<file path="config.mk">
export PLATFORM = sky130hd
export DESIGN_NAME = cdb_arbiter_flat
export DESIGN_NICKNAME = d
export VERILOG_FILES = /design/src/rtl/cdb_arbiter_if.sv /design/src/rtl/cdb_arbiter.sv /design/src/flat_wrapper.sv
export SDC_FILE = /design/constraint.sdc
export NUM_CORES = 1
export LEC_CHECK = 0
export BUFFER_PORTS_ARGS = -buffer_cell sky130_fd_sc_hd__buf_4
export CAP_MARGIN = 20
export CORE_UTILIZATION = 45
export CTS_BUF_LIST = sky130_fd_sc_hd__clkbuf_2 sky130_fd_sc_hd__clkbuf_4 sky130_fd_sc_hd__clkbuf_8
export CTS_CLUSTER_DIAMETER = 50
export CTS_CLUSTER_SIZE = 40
export DETAILED_ROUTE_END_ITERATION = 12
export HOLD_SLACK_MARGIN = 0.03
export PLACE_DENSITY = 0.65
export SETUP_SLACK_MARGIN = 0.1
export SLEW_MARGIN = 20
export SYNTH_ARGS = -nofsm -noshare
export SYNTH_HDL_FRONTEND = slang
export SYNTH_SLANG_ARGS = --single-unit
</file>
<file path="constraint.sdc">
create_clock -name clk_in -period 2.9 [get_ports clk_in]
set_input_delay 0.29 -clock clk_in [delete_from_list [all_inputs] [get_ports clk_in]]
set_output_delay 0.29 -clock clk_in [all_outputs]
set_load 0.005 [all_outputs]
</file>
<file path="src/rtl/cdb_arbiter_if.sv">
// Bundle of the two producer channels (ALU, LSB) and the common data bus
// broadcast. The producer/consumer side uses the master modport, the
// arbiter uses the slave modport.
interface cdb_arbiter_if #(
  parameter int DATA_W    = 32,
  parameter int ROB_IDX_W = 4
) ();

  logic                 alu_valid;
  logic [ROB_IDX_W-1:0] alu_rob_index;
  logic [DATA_W-1:0]    alu_result;
  logic                 alu_full;

  logic                 lsb_valid;
  logic [ROB_IDX_W-1:0] lsb_rob_index;
  logic [DATA_W-1:0]    lsb_result;
  logic                 lsb_full;

  logic                 cdb_valid;
  logic [ROB_IDX_W-1:0] cdb_rob_index;
  logic [DATA_W-1:0]    cdb_result;
  logic                 cdb_src;
  logic                 overflow_err;

  modport master (
    output alu_valid, alu_rob_index, alu_result,
    input  alu_full,
    output lsb_valid, lsb_rob_index, lsb_result,
    input  lsb_full,
    input  cdb_valid, cdb_rob_index, cdb_result, cdb_src, overflow_err
  );

  modport slave (
    input  alu_valid, alu_rob_index, alu_result,
    output alu_full,
    input  lsb_valid, lsb_rob_index, lsb_result,
    output lsb_full,
    output cdb_valid, cdb_rob_index, cdb_result, cdb_src, overflow_err
  );

endinterface

</file>
<file path="src/rtl/cdb_arbiter.sv">
// Common data bus arbiter. Each source (0 = ALU, 1 = LSB) has a private FIFO;
// one result per cycle is granted onto the registered CDB, round-robin when
// both sources have a candidate. An empty FIFO lets the incoming result
// bypass straight to the grant so an uncontended result takes one cycle.
module cdb_arbiter #(
  parameter int DATA_W    = 32,
  parameter int ROB_IDX_W = 4,
  parameter int DEPTH     = 4
) (
  input  logic         clk_in,
  input  logic         rst_n_in,
  input  logic         rdy_in,
  input  logic         clr_in,
  cdb_arbiter_if.slave bus
);

  localparam int PTR_W = (DEPTH > 1) ? $clog2(DEPTH) : 1;
  localparam int CNT_W = PTR_W + 1;
  localparam logic [CNT_W-1:0] FULL_CNT = CNT_W'(DEPTH);

  // Per-source views of the inputs, index 0 = ALU, 1 = LSB
  logic [1:0]                in_valid;
  logic [1:0][ROB_IDX_W-1:0] in_idx;
  logic [1:0][DATA_W-1:0]    in_data;

  // FIFO storage and bookkeeping
  logic [ROB_IDX_W-1:0]  idx_mem_q  [2][DEPTH];
  logic [DATA_W-1:0]     data_mem_q [2][DEPTH];
  logic [1:0][PTR_W-1:0] wr_ptr_q, wr_ptr_d;
  logic [1:0][PTR_W-1:0] rd_ptr_q, rd_ptr_d;
  logic [1:0][CNT_W-1:0] cnt_q, cnt_d;

  // Arbitration and broadcast state
  logic                 rr_ptr_q, rr_ptr_d;
  logic                 cdb_valid_q, cdb_valid_d;
  logic [ROB_IDX_W-1:0] cdb_idx_q, cdb_idx_d;
  logic [DATA_W-1:0]    cdb_data_q, cdb_data_d;
  logic                 cdb_src_q, cdb_src_d;
  logic                 ovf_q, ovf_d;

  // Per-cycle decisions
  logic [1:0]                full;
  logic [1:0]                has_head;
  logic [1:0]                acc;
  logic [1:0]                ovf_hit;
  logic [1:0]                cand;
  logic [1:0][ROB_IDX_W-1:0] cand_idx;
  logic [1:0][DATA_W-1:0]    cand_data;
  logic [1:0]                gnt;
  logic [1:0]                pop;
  logic [1:0]                push;
  logic                      contended;
  logic                      gnt_src;

  // Gather the two producer channels into indexable form
  always_comb begin
    in_valid   = {bus.lsb_valid, bus.alu_valid};
    in_idx[0]  = bus.alu_rob_index;
    in_idx[1]  = bus.lsb_rob_index;
    in_data[0] = bus.alu_result;
    in_data[1] = bus.lsb_result;
  end

  // Acceptance, overflow detection and candidate selection per source
  always_comb begin
    full      = '0;
    has_head  = '0;
    acc       = '0;
    ovf_hit   = '0;
    cand      = '0;
    cand_idx  = '0;
    cand_data = '0;
    for (int s = 0; s < 2; s++) begin
      // full comes from the registered count only; a same-cycle pop does not free a slot
      full[s]     = (cnt_q[s] == FULL_CNT);
      has_head[s] = (cnt_q[s] != '0);
      acc[s]      = in_valid[s] && (in_idx[s] != '0) && !full[s] && rdy_in && !clr_in;
      ovf_hit[s]  = in_valid[s] && (in_idx[s] != '0) && full[s] && rdy_in && !clr_in;
      cand[s]     = has_head[s] || acc[s];
      if (has_head[s]) begin
        cand_idx[s]  = idx_mem_q[s][rd_ptr_q[s]];
        cand_data[s] = data_mem_q[s][rd_ptr_q[s]];
      end else begin
        cand_idx[s]  = in_idx[s];
        cand_data[s] = in_data[s];
      end
    end
  end

  // Round-robin grant; the bypass path is only taken by an empty FIFO
  always_comb begin
    contended = cand[0] && cand[1];
    gnt       = cand;
    gnt_src   = cand[1];
    if (contended) begin
      gnt     = rr_ptr_q ? 2'b10 : 2'b01;
      gnt_src = rr_ptr_q;
    end
    pop  = gnt & has_head;
    push = acc & ~(gnt & ~has_head);
  end

  // Next-state for FIFO pointers, counts, rr pointer and the CDB registers
  always_comb begin
    wr_ptr_d    = wr_ptr_q;
    rd_ptr_d    = rd_ptr_q;
    cnt_d       = cnt_q;
    rr_ptr_d    = rr_ptr_q;
    cdb_valid_d = cdb_valid_q;
    cdb_idx_d   = cdb_idx_q;
    cdb_data_d  = cdb_data_q;
    cdb_src_d   = cdb_src_q;
    ovf_d       = ovf_q | (|ovf_hit);
    if (rdy_in) begin
      if (clr_in) begin
        wr_ptr_d    = '0;
        rd_ptr_d    = '0;
        cnt_d       = '0;
        rr_ptr_d    = 1'b0;
        cdb_valid_d = 1'b0;
      end else begin
        for (int s = 0; s < 2; s++) begin
          if (push[s]) wr_ptr_d[s] = wr_ptr_q[s] + PTR_W'(1);
          if (pop[s])  rd_ptr_d[s] = rd_ptr_q[s] + PTR_W'(1);
          case ({push[s], pop[s]})
            2'b10:   cnt_d[s] = cnt_q[s] + CNT_W'(1);
            2'b01:   cnt_d[s] = cnt_q[s] - CNT_W'(1);
            default: cnt_d[s] = cnt_q[s];
          endcase
        end
        if (contended) rr_ptr_d = ~rr_ptr_q;
        cdb_valid_d = |cand;
        if (|cand) begin
          cdb_idx_d  = cand_idx[gnt_src];
          cdb_data_d = cand_data[gnt_src];
          cdb_src_d  = gnt_src;
        end
      end
    end
  end

  // Control and broadcast registers, cleared asynchronously
  always_ff @(posedge clk_in or negedge rst_n_in) begin
    if (!rst_n_in) begin
      wr_ptr_q    <= '0;
      rd_ptr_q    <= '0;
      cnt_q       <= '0;
      rr_ptr_q    <= 1'b0;
      cdb_valid_q <= 1'b0;
      cdb_idx_q   <= '0;
      cdb_data_q  <= '0;
      cdb_src_q   <= 1'b0;
      ovf_q       <= 1'b0;
    end else begin
      wr_ptr_q    <= wr_ptr_d;
      rd_ptr_q    <= rd_ptr_d;
      cnt_q       <= cnt_d;
      rr_ptr_q    <= rr_ptr_d;
      cdb_valid_q <= cdb_valid_d;
      cdb_idx_q   <= cdb_idx_d;
      cdb_data_q  <= cdb_data_d;
      cdb_src_q   <= cdb_src_d;
      ovf_q       <= ovf_d;
    end
  end

  // FIFO storage write; contents are don't-care while the count is zero
  always_ff @(posedge clk_in) begin
    for (int s = 0; s < 2; s++) begin
      if (push[s]) begin
        idx_mem_q[s][wr_ptr_q[s]]  <= in_idx[s];
        data_mem_q[s][wr_ptr_q[s]] <= in_data[s];
      end
    end
  end

  assign bus.alu_full      = full[0];
  assign bus.lsb_full      = full[1];
  assign bus.cdb_valid     = cdb_valid_q;
  assign bus.cdb_rob_index = cdb_idx_q;
  assign bus.cdb_result    = cdb_data_q;
  assign bus.cdb_src       = cdb_src_q;
  assign bus.overflow_err  = ovf_q;

endmodule

</file>
<file path="src/flat_wrapper.sv">
// flat-port wrapper written by rule: the top's interface ports become plain ports
module cdb_arbiter_flat 
#(
  parameter int DATA_W    = 32,
  parameter int ROB_IDX_W = 4,
  parameter int DEPTH     = 4
)
  (clk_in, rst_n_in, rdy_in, clr_in, bus_alu_valid, bus_alu_rob_index, bus_alu_result, bus_alu_full, bus_lsb_valid, bus_lsb_rob_index, bus_lsb_result, bus_lsb_full, bus_cdb_valid, bus_cdb_rob_index, bus_cdb_result, bus_cdb_src, bus_overflow_err);
  cdb_arbiter_if #(.DATA_W(DATA_W), .ROB_IDX_W(ROB_IDX_W)) bus_i ();
  input  logic clk_in;
  input  logic rst_n_in;
  input  logic rdy_in;
  input  logic clr_in;
  input wire logic [$bits(bus_i.alu_valid)-1:0] bus_alu_valid;
  input wire logic [$bits(bus_i.alu_rob_index)-1:0] bus_alu_rob_index;
  input wire logic [$bits(bus_i.alu_result)-1:0] bus_alu_result;
  output wire logic [$bits(bus_i.alu_full)-1:0] bus_alu_full;
  input wire logic [$bits(bus_i.lsb_valid)-1:0] bus_lsb_valid;
  input wire logic [$bits(bus_i.lsb_rob_index)-1:0] bus_lsb_rob_index;
  input wire logic [$bits(bus_i.lsb_result)-1:0] bus_lsb_result;
  output wire logic [$bits(bus_i.lsb_full)-1:0] bus_lsb_full;
  output wire logic [$bits(bus_i.cdb_valid)-1:0] bus_cdb_valid;
  output wire logic [$bits(bus_i.cdb_rob_index)-1:0] bus_cdb_rob_index;
  output wire logic [$bits(bus_i.cdb_result)-1:0] bus_cdb_result;
  output wire logic [$bits(bus_i.cdb_src)-1:0] bus_cdb_src;
  output wire logic [$bits(bus_i.overflow_err)-1:0] bus_overflow_err;
  assign bus_i.alu_valid = bus_alu_valid;
  assign bus_i.alu_rob_index = bus_alu_rob_index;
  assign bus_i.alu_result = bus_alu_result;
  assign bus_alu_full = bus_i.alu_full;
  assign bus_i.lsb_valid = bus_lsb_valid;
  assign bus_i.lsb_rob_index = bus_lsb_rob_index;
  assign bus_i.lsb_result = bus_lsb_result;
  assign bus_lsb_full = bus_i.lsb_full;
  assign bus_cdb_valid = bus_i.cdb_valid;
  assign bus_cdb_rob_index = bus_i.cdb_rob_index;
  assign bus_cdb_result = bus_i.cdb_result;
  assign bus_cdb_src = bus_i.cdb_src;
  assign bus_overflow_err = bus_i.overflow_err;
  cdb_arbiter #(.DATA_W(DATA_W), .ROB_IDX_W(ROB_IDX_W), .DEPTH(DEPTH)) u_core (.clk_in(clk_in), .rst_n_in(rst_n_in), .rdy_in(rdy_in), .clr_in(clr_in), .bus(bus_i));
endmodule
</file>
; ---- Word-level counts from Yosys, hierarchy flattened
; Memory sizes are Yosys's and may differ from the RTL's.
; Index checks and enable logic that the tools add are counted.
[totals]
register_bits = 54
ram_bits = 288
out_inout_bits = 41
wordCells = 139
mem_count = 2
[op_classes]
n_addsub = 8
n_lt_le_gt_ge = 7
eq_ne = 6
n_mux = 49
n_bitwise = 12
reduce_logical = 43
[memory_table]
columns = name, depth, word_bits, rd, rd_ports_with_merged_regs, write_ports, line
row1 = u_core.data_mem_q, 2, 128, 2, 0, 2, cdb_arbiter.sv:28  ; logic [DATA_W-1:0] data_mem_q [2][DEPTH];
row2 = u_core.idx_mem_q, 2, 16, 2, 0, 2, cdb_arbiter.sv:27  ; logic [ROB_IDX_W-1:0] idx_mem_q [2][DEPTH];
[ops]
columns = operator, count
row1 = $mux 32, 10
row2 = $mux 128, 2
row3 = $bmux 32 s2, 2
row4 = $demux 32 s2, 2
row5 = $mux 4, 12
row6 = $mux 16, 2
row7 = $logic_and 1x1->1, 17
row8 = $bmux 4 s2, 2
row9 = $demux 4 s2, 2
row10 = $reduce_and 2->1, 7
row11 = $ge 3x3->1 const B, 4
row12 = $mux 2, 6
row13 = $not 2->3, 4
row14 = $pmux 3 s2, 2
row15 = $reduce_bool 3->1, 4
row16 = $reduce_bool 2->1, 5
row17 = $add 2x1->2 const B, 4
row18 = $reduce_bool 4->1, 2
row19 = $add 3x1->3 const B, 2
row20 = $and 2x2->2, 3
row21 = $eq 3x3->1 const B, 2
row22 = $lt 3x1->1 const B, 2
row23 = $mux 1, 6
row24 = $mux 6, 1
row25 = other kinds (11), 20

; ---- Longest topological paths before layout
; Gate-level depths: netlist (run 1).
[depth]
ltp_word = 14
ltp_mapped = 11
mapped_depth_nobuf = 9

; ---- Worst setup path before layout (run 1)
; Ideal clock, no wire load.
[synth_path]
path_kind = register to register
start = register u_core.cnt_q[5] in the netlist's numbering
end = memory u_core.data_mem_q[0][128] in the netlist's numbering (enable)
setup_ns = 0.397
arrival_ns = 2.319
required_ns = 2.503
slack_ns = 0.184
stages_incl_launch_ff = 6
path_buffers = 1
cell_sequence = dfrtp_1 -> nor3b_2 -> or3_1 -> clkbuf_1 -> a21oi_1 -> and2_1
[synth_rtl]
columns = element, line
row1 = start: declaration, cdb_arbiter.sv:31  ; logic [1:0][CNT_W-1:0] cnt_q, cnt_d;
row2 = start signal: assignment, cdb_arbiter.sv:157  ; cnt_q <= cnt_d;
row3 = end: declaration, cdb_arbiter.sv:28

; ---- Worst setup path after layout (run 1)
[layout_path]
start = input port bus_lsb_rob_index[1]
end = register u_core.cnt_q[2] in the netlist's numbering
[layout_between]
elab_chain_cells = 14
[layout_lines]
columns = element, line
row1 = start: declaration, flat_wrapper.sv:19  ; input wire logic [$bits(bus_i.lsb_rob_index)-1:0] bus_lsb_rob_index;
row2 = $reduce_bool 4->1 (*), cdb_arbiter.sv:77  ; acc[s] = in_valid[s] && (in_idx[s] != '0) && !full[s] && rdy_in && !clr_in;
row3 = $logic_and 1x1->1 (*) (4 in a row), cdb_arbiter.sv:77
row4 = $logic_or 1x1->1 (*), cdb_arbiter.sv:79  ; cand[s] = has_head[s] || acc[s];
row5 = $logic_and 1x1->1 (*), cdb_arbiter.sv:92  ; contended = cand[0] && cand[1];
row6 = $mux 2 (*), cdb_arbiter.sv:95  ; if (contended) begin
row7 = $and 2x2->2, cdb_arbiter.sv:100  ; push = acc & ~(gnt & ~has_head);
row8 = $not 2->2, cdb_arbiter.sv:100
row9 = $and 2x2->2, cdb_arbiter.sv:100
row10 = $eq 2x1->1 / $eq 2x2->1 (equally long branches), cdb_arbiter.sv:125  ; case ({push[s], pop[s]})
row11 = $pmux 3 s2 / $reduce_bool 3->1 (equally long branches), -
row12 = $mux 6 / $reduce_and 2->1 (equally long branches), -
; Every way passes the cells marked *; elsewhere a longest branch is shown, timed or not.
; A chain may end at the register's enable or synchronous reset.

==> flow_summary.html, run 1 <==
<table>
<tr><th>Metric</th><th>Value</th></tr>
<tr><th colspan="2">GRT</th></tr>
<tr><td>Number of antenna violations at the first check in global routing</td><td>1</td></tr>
<tr><td>Global-route total usage across every layer</td><td>20.8%</td></tr>
<tr><td>Remaining global-route overflow</td><td>0</td></tr>
<tr><td>Wire length of the first global-routing pass</td><td>49.4 mm</td></tr>
<tr><td>GR met2 Demand/Resource</td><td>33.2%</td></tr>
<tr><td>Fraction of met3 tracks used by global routing</td><td>3.54%</td></tr>
<tr><td>Layer with the highest usage</td><td>met2</td></tr>
<tr><td>Via count of the first global-routing pass</td><td>8386</td></tr>
<tr><td>Met1 Usage GRT</td><td>29.6%</td></tr>
<tr><td>Maximum number of pins on one net before global-route repair</td><td>55</td></tr>
<tr><th colspan="2">Final layout</th></tr>
<tr><td>Post-route cell area</td><td>0.0173 mm2</td></tr>
<tr><td>Signed area change from the synthesized netlist to the final layout</td><td>22.6%</td></tr>
<tr><td>Core occupancy in the finished layout</td><td>56.4%</td></tr>
<tr><td>Layout cell share with drive strength beyond 1</td><td>30.1%</td></tr>
<tr><td>Final instance count without filler cells</td><td>1447</td></tr>
<tr><td>Layout Nets</td><td>1113</td></tr>
<tr><th colspan="2">Logic synthesis</th></tr>
<tr><td>Adder-cell area share of the yosys netlist</td><td>0.885%</td></tr>
<tr><td>Netlist Area Pre-Place</td><td>0.0141 mm2</td></tr>
<tr><td>Fraction of synthesized cell area in xor and xnor cells</td><td>0.0620%</td></tr>
<tr><td>Multiplexer share of the synthesized area</td><td>11.9%</td></tr>
<tr><td>Complex-gate fraction of the synthesized area</td><td>7.99%</td></tr>
<tr><td>Syn Inst Count</td><td>811</td></tr>
<tr><td>Dominant combinational cell family by area after synthesis</td><td>multiplexers</td></tr>
<tr><td>Number of synthesized flops with an enable pin</td><td>288</td></tr>
<tr><td>Share of async-settable or async-resettable flops after synthesis</td><td>15.8%</td></tr>
<tr><td>Synth Net Count</td><td>899</td></tr>
<tr><td>Number of synthesized register bits</td><td>342</td></tr>
<tr><td>Sequential-to-total area share from yosys stat</td><td>70.7%</td></tr>
<tr><td>Count of cell types in the netlist</td><td>56</td></tr>
<tr><td>Simple-gate share of the synthesized area</td><td>6.30%</td></tr>
<tr><td>Top flip-flop cell by instance count after synthesis</td><td>sky130_fd_sc_hd__edfxtp_1</td></tr>
<tr><td>Post-Synthesis Mean Instance Area</td><td>17.4 um2</td></tr>
<tr><td>Total of warnings raised by yosys</td><td>0</td></tr>
<tr><th colspan="2">Power</th></tr>
<tr><td>Static Leak</td><td>5.95 nW</td></tr>
<tr><td>Share of total power consumed by net switching</td><td>34.9%</td></tr>
<tr><td>Clock group share of total power</td><td>22.2%</td></tr>
<tr><td>P per Cell Area</td><td>878 mW/mm2</td></tr>
<tr><td>Final Power</td><td>15.2 mW</td></tr>
<tr><td>Sequential fraction of design power</td><td>41.0%</td></tr>
<tr><td>Switching power</td><td>5.32 mW</td></tr>
<tr><td>Share of total power in combinational logic</td><td>36.7%</td></tr>
<tr><td>Peak ir drop on the vdd network</td><td>0.474 mV</td></tr>
<tr><td>Internal power</td><td>9.90 mW</td></tr>
<tr><th colspan="2">Clock tree</th></tr>
<tr><td>Maximum clock insertion buffer count</td><td>3</td></tr>
<tr><td>Clock transition at the register clock pins on the worst setup and hold paths after CTS</td><td>0.09 ns</td></tr>
<tr><td>Worst-Skew Late Latency</td><td>0.55 ns</td></tr>
<tr><td>Root buf cell</td><td>sky130_fd_sc_hd__clkbuf_8</td></tr>
<tr><td>TritonCTS sink count</td><td>342</td></tr>
<tr><td>H-tree level count</td><td>2</td></tr>
<tr><td>Clock tree from TritonCTS</td><td>built</td></tr>
<tr><td>Total clock buffers created by CTS</td><td>34</td></tr>
<tr><td>Buffers inserted during post-CTS setup optimization</td><td>0</td></tr>
<tr><th colspan="2">STA</th></tr>
<tr><td>Maximum clock frequency</td><td>375 MHz</td></tr>
<tr><td>Aggregate negative setup slack</td><td>0 ns</td></tr>
<tr><td>Number of setup violations in the final report</td><td>0</td></tr>
<tr><td>Unrepaired setup endpoints after global routing</td><td>no</td></tr>
<tr><td>Final slew viol count</td><td>0</td></tr>
<tr><td>Worst Clk Skew</td><td>0.0211 ns</td></tr>
<tr><td>Max-Slew Margin vs Limit</td><td>50.5%</td></tr>
<tr><td>Share of the clock period used by the worst path after layout</td><td>92.0%</td></tr>
<tr><td>Final period demand of the worst path</td><td>2.67 ns</td></tr>
<tr><td>Transition time at the pin with the least slew margin</td><td>0.742 ns</td></tr>
<tr><td>Least setup slack across all paths after layout</td><td>0.231 ns</td></tr>
<tr><td>Final Hold Viols</td><td>0</td></tr>
<tr><td>Minimum hold slack</td><td>0.138 ns</td></tr>
<tr><th colspan="2">Floorplan</th></tr>
<tr><td>Overall die height</td><td>179 um</td></tr>
<tr><td>Top Ports</td><td>119</td></tr>
<tr><td>Horizontal die dimension</td><td>179 um</td></tr>
<tr><td>Cell row count</td><td>64</td></tr>
<tr><td>Starting density of the core</td><td>46.0%</td></tr>
<tr><td>Floorplan core area</td><td>0.0307 mm2</td></tr>
<tr><td>Total Die Area</td><td>0.0321 mm2</td></tr>
<tr><th colspan="2">Setup path</th></tr>
<tr><td>Type of the setup path with the least slack</td><td>input port to flip-flop</td></tr>
<tr><td>Nature of the critical path startpoint</td><td>input port</td></tr>
<tr><td>CP Data Arrival Time</td><td>3.10 ns</td></tr>
<tr><td>Category of the worst setup path capture point</td><td>flip-flop</td></tr>
<tr><td>Worst Path Max Fanout</td><td>6</td></tr>
<tr><td>Required time at the worst-slack endpoint</td><td>3.33 ns</td></tr>
<tr><th colspan="2">Route</th></tr>
<tr><td>Final routed wirelength across all metal layers</td><td>32.3 mm</td></tr>
<tr><td>WL per Instance</td><td>22.3 um</td></tr>
<tr><td>DRC</td><td>6</td></tr>
<tr><td>Starting DRC count in detailed routing</td><td>628</td></tr>
<tr><td>Via count of the routed design</td><td>8272</td></tr>
<tr><td>Remaining number of nets flagged by the antenna check after routing</td><td>0</td></tr>
<tr><td>1st-pass router iterations</td><td>10</td></tr>
<tr><td>Via/cell ratio</td><td>5.72</td></tr>
<tr><th colspan="2">Place</th></tr>
<tr><td>Placed standard-cell area</td><td>0.0158 mm2</td></tr>
<tr><td>Placement Setup Slack</td><td>0.146 ns</td></tr>
<tr><td>DP Wirelength</td><td>20.5 mm</td></tr>
<tr><td>Quantity of I/O buffers inserted on ports</td><td>118</td></tr>
<tr><td>Last weighted congestion value of the routability-driven placer</td><td>0.778</td></tr>
<tr><td>Inst Count DP</td><td>1311</td></tr>
<tr><th colspan="2">Job</th></tr>
<tr><td>Number of max-cap violations</td><td>0</td></tr>
<tr><th colspan="2">Outcome</th></tr>
<tr><td>Run status</td><td>finished, violations left</td></tr>
<tr><td>Violations in the final reports</td><td>DRC</td></tr>
<tr><th colspan="2">Worst hold path</th></tr>
<tr><td>HP Class</td><td>input port to flip-flop</td></tr>
</table>
[path summary, 6_finish.rpt]
kind	start	to	slack, ns	cells past startpoint
worst max-delay path	bus_lsb_rob_index[1]	u_core.cnt_q[2]	0.23	11
worst max register to register	u_core.cnt_q[0]	u_core.cnt_q[2]	0.33	9
min in group asynchronous	rst_n_in	u_core.bus.cdb_result[25]	0.32	2
max in group asynchronous	rst_n_in	u_core.rd_ptr_q[0]	2.01	2
worst min-delay path	clr_in	u_core.cnt_q[2]	0.14	2
worst min register to register	u_core.bus.overflow_err	u_core.bus.overflow_err	0.47	1
[Yosys cell counts (2+ instances only)]
master | n | area [um2]
sky130_fd_sc_hd__edfxtp_1 | 288 | 8650
sky130_fd_sc_hd__mux4_2 | 72 | 1620
sky130_fd_sc_hd__dfrtp_1 | 54 | 1350
sky130_fd_sc_hd__and2_1 | 44 | 275
sky130_fd_sc_hd__nand2_1 | 43 | 161
sky130_fd_sc_hd__o31ai_1 | 40 | 300
sky130_fd_sc_hd__o21ai_0 | 39 | 195
sky130_fd_sc_hd__clkbuf_1 | 37 | 139
sky130_fd_sc_hd__a221oi_1 | 36 | 315
sky130_fd_sc_hd__or4_1 | 36 | 270
sky130_fd_sc_hd__buf_2 | 18 | 90.1
sky130_fd_sc_hd__inv_1 | 12 | 45.0
sky130_fd_sc_hd__o21ai_1 | 12 | 60.1
sky130_fd_sc_hd__ha_1 | 10 | 125
sky130_fd_sc_hd__a21oi_1 | 5 | 25.0
sky130_fd_sc_hd__buf_1 | 5 | 18.8
sky130_fd_sc_hd__nor2_1 | 5 | 18.8
sky130_fd_sc_hd__a22o_1 | 4 | 35.0
sky130_fd_sc_hd__mux2_2 | 4 | 45.0
sky130_fd_sc_hd__nor3_1 | 4 | 20.0
sky130_fd_sc_hd__a31oi_1 | 3 | 18.8
sky130_fd_sc_hd__nand3_1 | 3 | 15.0
sky130_fd_sc_hd__or3_1 | 3 | 18.8
sky130_fd_sc_hd__nor2b_1 | 2 | 12.5
[cell families after synthesis]
family,Yosys count
buffers and inverters,73
muxes,77
and+or+nand+nor,151
xor gates and xnor gates,1
DFF,342
AOI/OAI and AO/OA,157
adders and majority gates,10
[layout by cell type (no fill, tap or decap), types with 3 or more instances in the layout]
| master | netlist | final |
|---|---|---|
| sky130_fd_sc_hd__or4_1 | 36 | 36 |
| sky130_fd_sc_hd__a31oi_1 | 3 | 3 |
| sky130_fd_sc_hd__clkinvlp_4 | 0 | 5 |
| sky130_fd_sc_hd__mux4_2 | 72 | 72 |
| sky130_fd_sc_hd__edfxtp_1 | 288 | 288 |
| sky130_fd_sc_hd__a221oi_1 | 36 | 36 |
| sky130_fd_sc_hd__buf_4 | 0 | 154 |
| sky130_fd_sc_hd__a22o_1 | 4 | 4 |
| sky130_fd_sc_hd__and2_1 | 44 | 41 |
| sky130_fd_sc_hd__or3_1 | 3 | 3 |
| sky130_fd_sc_hd__dfrtp_1 | 54 | 52 |
| sky130_fd_sc_hd__a21oi_1 | 5 | 5 |
| sky130_fd_sc_hd__ha_1 | 10 | 10 |
| sky130_fd_sc_hd__clkbuf_4 | 0 | 3 |
| sky130_fd_sc_hd__dlygate4sd3_1 | 0 | 74 |
| sky130_fd_sc_hd__nand3_1 | 3 | 3 |
| sky130_fd_sc_hd__inv_1 | 12 | 12 |
| sky130_fd_sc_hd__nor2_1 | 5 | 5 |
| sky130_fd_sc_hd__and2_2 | 0 | 3 |
| sky130_fd_sc_hd__nand2_1 | 43 | 43 |
| sky130_fd_sc_hd__o21ai_1 | 12 | 12 |
| sky130_fd_sc_hd__nor3_1 | 4 | 3 |
| sky130_fd_sc_hd__o31ai_1 | 40 | 39 |
| sky130_fd_sc_hd__mux2_2 | 4 | 4 |
| sky130_fd_sc_hd__o21ai_0 | 39 | 39 |
| sky130_fd_sc_hd__clkinv_4 | 0 | 5 |
| sky130_fd_sc_hd__buf_12 | 0 | 11 |
| sky130_fd_sc_hd__clkbuf_8 | 0 | 36 |
| sky130_fd_sc_hd__inv_6 | 0 | 3 |
| sky130_fd_sc_hd__bufinv_16 | 0 | 3 |
[power groups by stage]
stage	Sequential, mW	Combinational, mW	Clock (mW)
2_1_floorplan	6.23	3.38	0
3_3_place_gp	6.35	5.51	0
3_5_place_dp	6.37	5.55	0
4_1_cts	6.26	5.66	3.47
5_1_grt	6.31	6.10	3.65
6_report	6.25	5.59	3.38
[registers in the layout, indices dropped and copies added, names as in the netlist]
signal	cells
u_core.data_mem_q	256
u_core.bus.cdb_result	32
u_core.idx_mem_q	32
u_core.cnt_q	6
u_core.bus.cdb_rob_index	4
u_core.rd_ptr_q	4
u_core.wr_ptr_q	4
u_core.bus.cdb_src	1
u_core.bus.cdb_valid	1
u_core.bus.overflow_err	1
u_core.rr_ptr_q	1
[area by class of cell]
cell class | count | area, um2
fill | 2468 | 13400
sequential | 342 | 10000
multi-input combinational | 396 | 3870
timing repair buffer | 239 | 2120
clock buffer | 39 | 518
tap | 396 | 495
clock inverter | 22 | 274
inverter | 12 | 45.0
antenna | 1 | 2.50
[critical path, stage by stage]
cell,delay [ns]
sky130_fd_sc_hd__dlygate4sd3_1,0.53
sky130_fd_sc_hd__buf_4,0.16
sky130_fd_sc_hd__o41ai_4,0.44
sky130_fd_sc_hd__o32a_1,0.26
sky130_fd_sc_hd__and3_1,0.21
sky130_fd_sc_hd__xor2_1,0.17
sky130_fd_sc_hd__ha_1,0.19
sky130_fd_sc_hd__nor2_1,0.04
sky130_fd_sc_hd__and4_1,0.21
sky130_fd_sc_hd__or4b_1,0.49
sky130_fd_sc_hd__o311ai_0,0.10
[per-layer routing]
metal	vias to the layer above	routed length (um)	share of wire [%]
li1	3752	-	-
met1	4227	14000	43
met2	248	15800	49
met3	45	1810	5.6
met4	0	679	2.1
met5	-	0	0
[what timing repair did]
action	CTS	global route
hold buffers	74	0
resized for setup	0	1
hold endpoints to repair	343	0
endpoints found under the setup margin	0	1
Note: power is estimated with default switching activity, not from simulation.
==> inputs of run 2 (changes only) <==
GPL_TIMING_DRIVEN = 0   (was default)
==> run 2 against run 1 <==
The flow still finishes with violations (DRC). Register-to-register slack worse by 0.19 ns. Sequential power about the same. Global-route usage is 0.42 points higher. Design area is 0.17% lower. Via count increased by 1.9%. Hold slack worse by 0.029 ns. Clock power fell by 3%. Combinational power up 2%. Clock-buffer cell count fell by 1. Clock skew up 0.011 ns. Non-clock buffer count rose by 27. First-iteration DRC count rose by 15%.
==> flow_summary.html, run 2 (synthesis results as in run 1) <==
<table>
<tr><th>Metric</th><th>Value</th></tr>
<tr><th colspan="2">Clock tree</th></tr>
<tr><td>Clock transition at the register clock pins on the worst setup and hold paths after CTS</td><td>0.10 ns</td></tr>
<tr><td>TritonCTS sink count</td><td>342</td></tr>
<tr><td>Clock tree from TritonCTS</td><td>built</td></tr>
<tr><td>Worst-Skew Late Latency</td><td>0.56 ns</td></tr>
<tr><td>Root buf cell</td><td>sky130_fd_sc_hd__clkbuf_8</td></tr>
<tr><td>H-tree level count</td><td>2</td></tr>
<tr><td>Total clock buffers created by CTS</td><td>34</td></tr>
<tr><td>Maximum clock insertion buffer count</td><td>3</td></tr>
<tr><th colspan="2">Worst hold path</th></tr>
<tr><td>HP Class</td><td>input port to flip-flop</td></tr>
<tr><th colspan="2">GRT</th></tr>
<tr><td>Met1 Usage GRT</td><td>29.7%</td></tr>
<tr><td>Number of antenna violations at the first check in global routing</td><td>0</td></tr>
<tr><td>Remaining global-route overflow</td><td>0</td></tr>
<tr><td>Layer with the highest usage</td><td>met2</td></tr>
<tr><td>Wire length of the first global-routing pass</td><td>50.1 mm</td></tr>
<tr><td>Maximum number of pins on one net before global-route repair</td><td>55</td></tr>
<tr><td>Global-route total usage across every layer</td><td>21.2%</td></tr>
<tr><td>GR met2 Demand/Resource</td><td>34.7%</td></tr>
<tr><td>Fraction of met3 tracks used by global routing</td><td>2.61%</td></tr>
<tr><td>Via count of the first global-routing pass</td><td>8510</td></tr>
<tr><th colspan="2">Final layout</th></tr>
<tr><td># diodes</td><td>0</td></tr>
<tr><td>Largest register FFs</td><td>256</td></tr>
<tr><td>Layout cell share with drive strength beyond 1</td><td>29.9%</td></tr>
<tr><td>Post-route cell area</td><td>0.0173 mm2</td></tr>
<tr><td>Layout Nets</td><td>1140</td></tr>
<tr><td>Most frequent standard cell in the layout excluding fill and tap cells</td><td>sky130_fd_sc_hd__edfxtp_1</td></tr>
<tr><td>Most used cells in the layout excluding fill and tap cells</td><td>sky130_fd_sc_hd__edfxtp_1 (288), sky130_fd_sc_hd__buf_4 (124), sky130_fd_sc_hd__dlygate4sd3_1 (73)</td></tr>
<tr><td>Signed area change from the synthesized netlist to the final layout</td><td>22.4%</td></tr>
<tr><td>Core occupancy in the finished layout</td><td>56.3%</td></tr>
<tr><th colspan="2">Place</th></tr>
<tr><td>Quantity of I/O buffers inserted on ports</td><td>118</td></tr>
<tr><td>Last weighted congestion value of the routability-driven placer</td><td>0.822</td></tr>
<tr><td>Placement Setup Slack</td><td>-0.324 ns</td></tr>
<tr><td>DP Wirelength</td><td>22.8 mm</td></tr>
<tr><td>Placed standard-cell area</td><td>0.0157 mm2</td></tr>
<tr><th colspan="2">Floorplan</th></tr>
<tr><td>Total Die Area</td><td>0.0321 mm2</td></tr>
<tr><td>Cell row count</td><td>64</td></tr>
<tr><td>Horizontal die dimension</td><td>179 um</td></tr>
<tr><td>Overall die height</td><td>179 um</td></tr>
<tr><td>Top Ports</td><td>119</td></tr>
<tr><td>Floorplan core area</td><td>0.0307 mm2</td></tr>
<tr><td>Starting density of the core</td><td>46.0%</td></tr>
<tr><th colspan="2">STA</th></tr>
<tr><td>Final Hold Viols</td><td>0</td></tr>
<tr><td>Unrepaired setup endpoints after global routing</td><td>yes</td></tr>
<tr><td>Aggregate negative setup slack</td><td>0 ns</td></tr>
<tr><td>Final slew viol count</td><td>0</td></tr>
<tr><td>Maximum clock frequency</td><td>362 MHz</td></tr>
<tr><td>Max-Slew Margin vs Limit</td><td>40.2%</td></tr>
<tr><td>Worst Clk Skew</td><td>0.0323 ns</td></tr>
<tr><td>Share of the clock period used by the worst path after layout</td><td>95.2%</td></tr>
<tr><td>Number of setup violations in the final report</td><td>0</td></tr>
<tr><td>Minimum hold slack</td><td>0.108 ns</td></tr>
<tr><td>Final period demand of the worst path</td><td>2.76 ns</td></tr>
<tr><td>Transition time at the pin with the least slew margin</td><td>0.898 ns</td></tr>
<tr><td>Least setup slack across all paths after layout</td><td>0.139 ns</td></tr>
<tr><th colspan="2">Setup path</th></tr>
<tr><td>Type of the setup path with the least slack</td><td>flip-flop to flip-flop</td></tr>
<tr><td>Worst Path Max Fanout</td><td>7</td></tr>
<tr><td>Required time at the worst-slack endpoint</td><td>3.34 ns</td></tr>
<tr><td>Nature of the critical path startpoint</td><td>flip-flop</td></tr>
<tr><td>Category of the worst setup path capture point</td><td>flip-flop</td></tr>
<tr><td>CP Data Arrival Time</td><td>3.20 ns</td></tr>
<tr><th colspan="2">Outcome</th></tr>
<tr><td>Run status</td><td>finished, violations left</td></tr>
<tr><td>Violations in the final reports</td><td>DRC</td></tr>
<tr><th colspan="2">Power</th></tr>
<tr><td>P per Cell Area</td><td>882 mW/mm2</td></tr>
<tr><td>Peak ir drop on the vdd network</td><td>0.327 mV</td></tr>
<tr><td>Static Leak</td><td>5.91 nW</td></tr>
<tr><th colspan="2">Route</th></tr>
<tr><td>WL per Instance</td><td>22.6 um</td></tr>
<tr><td>Starting DRC count in detailed routing</td><td>725</td></tr>
<tr><td>Remaining number of nets flagged by the antenna check after routing</td><td>0</td></tr>
<tr><td>DRC</td><td>6</td></tr>
<tr><td>Via count of the routed design</td><td>8426</td></tr>
<tr><td>Final routed wirelength across all metal layers</td><td>33.4 mm</td></tr>
<tr><td>Via/cell ratio</td><td>5.72</td></tr>
<tr><td>1st-pass router iterations</td><td>9</td></tr>
<tr><th colspan="2">Job</th></tr>
<tr><td>Number of max-cap violations</td><td>0</td></tr>
</table>
-- run 2: worst max-delay path: stages, from the launching register on --
cell and delay [ns]:
sky130_fd_sc_hd__dfrtp_2 0.46, sky130_fd_sc_hd__nor3b_4 0.38, sky130_fd_sc_hd__o32a_1 0.35, sky130_fd_sc_hd__and3_4 0.24
sky130_fd_sc_hd__xor2_1 0.16, sky130_fd_sc_hd__ha_2 0.20, sky130_fd_sc_hd__nor2_1 0.04, sky130_fd_sc_hd__and4_1 0.20
sky130_fd_sc_hd__or4b_1 0.52, sky130_fd_sc_hd__o311ai_2 0.10
-- run 2: where the power goes --
| part | total (mW) | switching (mW) | leakage [nW] | internal, mW |
|---|---|---|---|---|
| clock | 3.29 | 1.81 | 0.385 | 1.48 |
| combinational | 5.71 | 3.30 | 2.25 | 2.41 |
| sequential | 6.25 | 0.378 | 3.27 | 5.88 |
| total | 15.3 | 5.49 | 5.91 | 9.76 |
-- run 2: path summary, 6_finish.rpt --
check / start / to / slack, ns / cells after the start
min reg2reg: u_core.bus.overflow_err / u_core.bus.overflow_err / 0.48 / 1
max: u_core.cnt_q[3] / u_core.cnt_q[2] / 0.14 / 9
max in group asynchronous: rst_n_in / u_core.cnt_q[1] / 2.06 / 2
max reg2reg: u_core.cnt_q[3] / u_core.cnt_q[2] / 0.14 / 9
min: rdy_in / u_core.rd_ptr_q[2] / 0.11 / 3
min in group asynchronous: rst_n_in / u_core.cnt_q[4] / 0.33 / 2
-- run 2: metal layers --
layer | wire length (um) | share of wire (%)
met2 | 16500 | 50
met5 | 0 | 0
met3 | 1660 | 5.0
met4 | 869 | 2.6
met1 | 14300 | 43
-- run 2: timing repair --
item	CTS	global route
resized for setup	8	21
hold endpoints to repair	342	0
pin swaps	0	3
endpoints found under the setup margin	126	134
setup buffers	0	6
hold buffers	73	0
-- run 2: through the flow --
step / instances / power (mW)
floorplan: 811 / 9.61
global placement: 1325 / 11.7
detailed placement: 1333 / 11.8
CTS: 1468 / 15.2
global route: 1474 / 16.0
finish: 1474 / 15.3
-- run 2: cell type report --
type | count | area, um2
Fill cell | 2461 | 13500
Sequential cell | 342 | 10000
Multi-Input combinational cell | 396 | 3900
Timing Repair Buffer | 205 | 1830
Clock buffer | 38 | 517
Tap cell | 396 | 495
Buffer | 61 | 267
Clock inverter | 24 | 236
Inverter | 12 | 45.0
